==> src/rtl/route_arbiter.sv <==
// route_arbiter
// Round-robin arbiter for a 4-port router. When idle it picks one requesting
// port, then holds the route for SLOT_CYCLES cycles. After each slot it always
// spends at least one idle (turnaround) cycle.
//
// Parameters
//   SLOT_CYCLES : number of cycles each granted transfer holds the route (1..255)
// Ports
//   clk         : single clock; all state updates on the rising edge
//   reset       : synchronous, active-high reset
//   req[3:0]    : req[i] high when port i wants a transfer
//   dest0..3    : destination output index requested by each port
//   sender      : registered source select for the router
//   receiver    : registered destination select for the router
//   route_valid : high while sender/receiver describe an active transfer
//   grant[3:0]  : one-hot registered grant, all-zero when idle
//   slot_done   : single-cycle pulse on the last cycle of a slot
module route_arbiter #(
  parameter int unsigned SLOT_CYCLES = 4
) (
  input  logic       clk,
  input  logic       reset,
  input  logic [3:0] req,
  input  logic [1:0] dest0,
  input  logic [1:0] dest1,
  input  logic [1:0] dest2,
  input  logic [1:0] dest3,
  output logic [1:0] sender,
  output logic [1:0] receiver,
  output logic       route_valid,
  output logic [3:0] grant,
  output logic       slot_done
);

  typedef enum logic {
    IDLE = 1'b0,
    BUSY = 1'b1
  } state_t;

  // The counter holds "cycles left after this one", so a slot loads SLOT_CYCLES-1.
  localparam logic [7:0] CNT_LOAD = 8'(SLOT_CYCLES - 1);

  state_t     state_r;
  state_t     state_nxt_s;
  logic [1:0] ptr_r;
  logic [1:0] ptr_nxt_s;
  logic [7:0] cnt_r;
  logic [7:0] cnt_nxt_s;
  logic [1:0] sender_nxt_s;
  logic [1:0] receiver_nxt_s;
  logic       valid_nxt_s;
  logic [3:0] grant_nxt_s;
  logic       done_nxt_s;
  logic [1:0] win_s;
  logic       any_s;
  logic [1:0] win_dest_s;

  // Round-robin pick: scan from p upward (mod 4). The loop walks the offsets
  // downward, so the smallest offset with a set request is written last and wins.
  function automatic logic [1:0] rr_pick(input logic [3:0] r, input logic [1:0] p);
    logic [1:0] pick;
    logic [1:0] idx;
    pick = p;
    for (int i = 3; i >= 0; i--) begin
      idx = p + 2'(i);
      if (r[idx]) begin
        pick = idx;
      end else begin
        pick = pick;
      end
    end
    return pick;
  endfunction

  // Convert a port index into its one-hot grant vector.
  function automatic logic [3:0] onehot(input logic [1:0] idx);
    return 4'b0001 << idx;
  endfunction

  // Winner selection and the winner's requested destination.
  always_comb begin
    any_s = |req;
    win_s = rr_pick(req, ptr_r);
    case (win_s)
      2'd0:    win_dest_s = dest0;
      2'd1:    win_dest_s = dest1;
      2'd2:    win_dest_s = dest2;
      2'd3:    win_dest_s = dest3;
      default: win_dest_s = dest0;
    endcase
  end

  // Next-state and next-output logic. When idle, sender/receiver keep their
  // last values. Inputs are ignored while a slot is running.
  always_comb begin
    state_nxt_s    = state_r;
    ptr_nxt_s      = ptr_r;
    cnt_nxt_s      = cnt_r;
    sender_nxt_s   = sender;
    receiver_nxt_s = receiver;
    valid_nxt_s    = 1'b0;
    grant_nxt_s    = 4'b0000;
    done_nxt_s     = 1'b0;
    case (state_r)
      IDLE: begin
        if (any_s) begin
          state_nxt_s    = BUSY;
          ptr_nxt_s      = win_s + 2'd1;
          cnt_nxt_s      = CNT_LOAD;
          sender_nxt_s   = win_s;
          receiver_nxt_s = win_dest_s;
          valid_nxt_s    = 1'b1;
          grant_nxt_s    = onehot(win_s);
          // A one-cycle slot is also its own last cycle.
          done_nxt_s     = (CNT_LOAD == 8'd0);
        end else begin
          state_nxt_s = IDLE;
        end
      end
      BUSY: begin
        if (cnt_r == 8'd0) begin
          // Last slot cycle is now on the outputs: drop to the turnaround cycle.
          state_nxt_s = IDLE;
        end else begin
          cnt_nxt_s   = cnt_r - 8'd1;
          valid_nxt_s = 1'b1;
          grant_nxt_s = grant;
          // slot_done lines up with the cycle whose counter value will be 0.
          done_nxt_s  = (cnt_r == 8'd1);
        end
      end
      default: begin
        state_nxt_s = IDLE;
      end
    endcase
  end

  // State and registered outputs; reset overrides any pending request.
  always_ff @(posedge clk) begin
    if (reset) begin
      state_r     <= IDLE;
      ptr_r       <= 2'd0;
      cnt_r       <= 8'd0;
      sender      <= 2'd0;
      receiver    <= 2'd0;
      route_valid <= 1'b0;
      grant       <= 4'b0000;
      slot_done   <= 1'b0;
    end else begin
      state_r     <= state_nxt_s;
      ptr_r       <= ptr_nxt_s;
      cnt_r       <= cnt_nxt_s;
      sender      <= sender_nxt_s;
      receiver    <= receiver_nxt_s;
      route_valid <= valid_nxt_s;
      grant       <= grant_nxt_s;
      slot_done   <= done_nxt_s;
    end
  end

endmodule

==> config.mk <==
export PLATFORM = sky130hd
export DESIGN_NAME = route_arbiter
export DESIGN_NICKNAME = d
export VERILOG_FILES = /design/src/rtl/route_arbiter.sv
export SDC_FILE = /design/constraint.sdc
export NUM_CORES = 1
export LEC_CHECK = 0
export CAP_MARGIN = 10
export CORE_UTILIZATION = 51
export CTS_BUF_LIST = sky130_fd_sc_hd__clkbuf_2
export CTS_CLUSTER_SIZE = 25
export DETAILED_ROUTE_END_ITERATION = 10
export DONT_BUFFER_PORTS = 1
export GPL_TIMING_DRIVEN = 0
export PLACE_DENSITY = 0.66
export REMOVE_ABC_BUFFERS = 1
export SYNTH_ARGS = -nofsm -noshare
export SYNTH_HDL_FRONTEND = slang
export SYNTH_SLANG_ARGS = --single-unit
==> constraint.sdc <==
create_clock -name clk -period 2.65 [get_ports clk]
set_input_delay 0.53 -clock clk [delete_from_list [all_inputs] [get_ports clk]]
set_output_delay 0.53 -clock clk [all_outputs]
set_load 0.03 [all_outputs]
==> out/qor.txt <==
Status -> finished, final reports clean
Worst-path fanout max -> 5
Setup TNS -> 0 ps
CP most frequent cell -> inv_1
Antenna cells -> 0
Port Buffers -> 0
Number of I/O pins -> 24
Peak VDD IR -> 0.444 mV
Post-synth EDFFs -> 0
GP Congestion -> 0.762
Unrepaired setup endpoints after global routing -> no
Slew Viols, Final -> 0
Req. time, crit path -> 2880 ps
Initial core utilization -> 0.554
Reg2reg start -> ptr_r[0]$_SDFFE_PP0P_
Wire per inst -> 14.3 µm
Delay-heaviest family, CP -> compound AO/OA/AOI/OAI gates
Post-Syn Area -> 1120 µm²
Final period util -> 0.828
Cts bufs inserted -> 3
Initial antenna violation count -> 0
Post-CTS setup buffers -> 0
Initial DRC Count -> 11
Setup CP Type -> reg2reg
# setup viols final -> 0
Slowest stage delay, CP -> 430 ps
Clock H-tree levels -> 1
Final hold vios -> 0
Post-route setup slack -> 456 ps
DRC -> 0
Hold WS -> 248 ps
Worst Reg-to-Reg Cells -> 9
Critical Path AT -> 2430 ps
Fin nets -> 144
Avg Cell Area, Syn -> 9.19 µm²
Min-Delay Path Depth -> 1
CTS tree -> done
Netlist cell types -> 37
Buf/Inv on CP -> 2
Core box area -> 2020 µm²
Clock network latency to the later pin of the worst-skew pair -> 320 ps
Crit path cell chain -> inv_1, a22o_1, a211oi_2, inv_1, ha_1, a222oi_1, o21ai_0, nand2_1, a21oi_1
Congestion Overflow GR -> 0
Max Root-Sink Buffers -> 2
Area share of and/or/nand/nor cells after synthesis -> 0.209
Detailed-route vias per instance -> 5.91
FF+latch count, synth -> 20
Post-synth ARST share -> 0
Placement Setup Slack -> 131 ps
HP Class -> in2reg
Main synth FF type -> dfxtp_1
FF-to-FF End -> receiver[0]$_SDFFE_PP0P_
Clk slew on worst S/H paths -> 190 ps
Drt first pass iters -> 4
Cell count after placement -> 144
Hold_buf cts -> 0
Fin cells -> 148
Clock sink total -> 20
Largest family of logic cells by synthesized area -> compound AO/OA/AOI/OAI gates
Drt total wl -> 2110 µm
Launch point of the worst path -> ptr_r[0]$_SDFFE_PP0P_
Vias in the first global route -> 851
Tmin final -> 2190 ps
First-pass GRT wire length -> 3710 µm
Worst Tran Pin Value -> 871 ps
Crit. End Element -> register
Largest net degree at the start of global routing -> 25
Leak -> 0.458 nW
Die area -> 2390 µm²
Post-Synth XOR/XNOR Area -> 0
Max-cap violations -> 0
Slew HR -> 0.418
Post-CTS sizing -> 0
Die Wd -> 48.9 µm
Proportion of synthesized area in mux cells -> 0.0290
Sequential-to-total area share from yosys stat -> 0.357
Worst R2R Setup Slack -> 460 ps
Critical Path End -> receiver[0]$_SDFFE_PP0P_
Share of cells above drive strength 1 -> 0.124
Adder-Cell Fraction of Synth Area -> 0.0893
Ys Warns -> 0
Mapped Cells -> 122
Critical path depth in cells -> 9
Layout Skew -> 5.14 ps
Die Ht -> 48.9 µm
Crit-path slowest cell -> a211oi_2
Synth Area in Compound Gates -> 0.246
PwrDens -> 671 nW/µm²
Routed Antenna Nets -> 0
Global Route Usage Sum -> 0.198
Critical Path Start Type -> register
Row cnt -> 16
Hpwl dp -> 1480 µm
CTS root buffer -> clkbuf_2
Via count -> 875
Maximum clock rate -> 456 MHz
Area Growth Syn to Fin -> 2.34%
==> logic make-up after synthesis <==
kind of cell / after synthesis
AO/OA/AOI/OAI: 33
adder cells (fa/ha/maj): 8
buffers and inverters: 17
flip-flops: 20
multiplexers: 3
AND/OR/NAND/NOR: 41
==> cells in the mapped netlist, types with 2 or more instances <==
library cell | count | area [µm²]
mux2_2 | 2 | 22.5
nor3b_1 | 4 | 30.0
nand2b_1 | 2 | 12.5
o21ai_0 | 3 | 15.0
nand3_1 | 4 | 20.0
a211oi_1 | 6 | 45.0
a222oi_1 | 2 | 20.0
nor4b_1 | 3 | 26.3
a22oi_1 | 4 | 30.0
inv_1 | 12 | 45.0
nand2_1 | 4 | 15.0
nor2_1 | 17 | 63.8
dfxtp_1 | 20 | 400
nor3_1 | 2 | 10.0
a21oi_1 | 6 | 30.0
ha_1 | 8 | 100
clkbuf_1 | 2 | 7.51
buf_4 | 2 | 15.0
==> worst min-delay path by stage <==
stage,startpoint,endpoint,slack [ps]
after floorplan,ptr_r[0]$_SDFFE_PP0P_,ptr_r[0]$_SDFFE_PP0P_,490
after global placement,ptr_r[0]$_SDFFE_PP0P_,ptr_r[0]$_SDFFE_PP0P_,510
after detailed placement,ptr_r[0]$_SDFFE_PP0P_,ptr_r[0]$_SDFFE_PP0P_,520
after CTS,reset,receiver[0]$_SDFFE_PP0P_,240
after global routing,reset,cnt_r[2]$_SDFFE_PP0P_,230
final,reset,cnt_r[2]$_SDFFE_PP0P_,250
==> placed cells by master (no fill, tap or decap), types with 2 or more instances in the layout <==
| master | instances |
|---|---|
| dfxtp_1 | 20 |
| nor2_1 | 16 |
| inv_1 | 12 |
| ha_1 | 8 |
| a21oi_1 | 6 |
| a211oi_1 | 5 |
| nor3b_1 | 4 |
| a22oi_1 | 4 |
| nand2_1 | 4 |
| nand3_1 | 4 |
| o21ai_0 | 3 |
| nor4b_1 | 3 |
| clkbuf_2 | 3 |
| nand2b_1 | 2 |
| a222oi_1 | 2 |
| mux2_2 | 2 |
| nor3_1 | 2 |
==> where the power goes <==
part	internal, mW	switching, mW
Clock	0.0328	0.0963
Sequential	0.340	0.0743
Combinational	0.0979	0.129
==> per-stage QoR <==
step,instance area (µm²),utilization,power (mW)
after floorplan,1090,-,0.597
after global placement,1120,0.554,0.638
after detailed placement,1120,0.556,0.645
after CTS,1140,0.565,0.771
after global routing,1150,0.567,0.823
final,1150,0.567,0.770
==> routing by layer <==
layer | GRT usage | up-vias | wire length (µm)
li1 | - | 447 | -
met3 | 0.0343 | 2 | 95
met1 | 0.245 | 407 | 951
met5 | 0 | - | 0
met4 | 0.0735 | 0 | 16
met2 | 0.340 | 19 | 1050
==> worst register-to-register path, stage by stage, from the launching register on <==
cell      delay, ps
dfxtp_1         420
inv_1            90
a22o_1          230
a211oi_2        430
inv_1           150
ha_1            250
a222oi_1        290
o21ai_0         120
nand2_1          80
a21oi_1          60
==> flip-flops by register name, summed over array words and instances (netlist names) <==
| signal | flops |
|---|---|
| cnt_r | 8 |
| grant | 4 |
| ptr_r | 2 |
| receiver | 2 |
| sender | 2 |
| slot_done | 1 |
| state_r | 1 |
==> area by class of cell <==
| type | count | area, µm² |
|---|---|---|
| Clock inverter | 1 | 3.75 |
| Multi-Input combinational cell | 85 | 649 |
| Inverter | 12 | 45.0 |
| Sequential cell | 20 | 400 |
| Clock buffer | 3 | 15.0 |
| Fill cell | 194 | 875 |
| Tap cell | 27 | 33.8 |
Power figures use the tool's default switching activity.
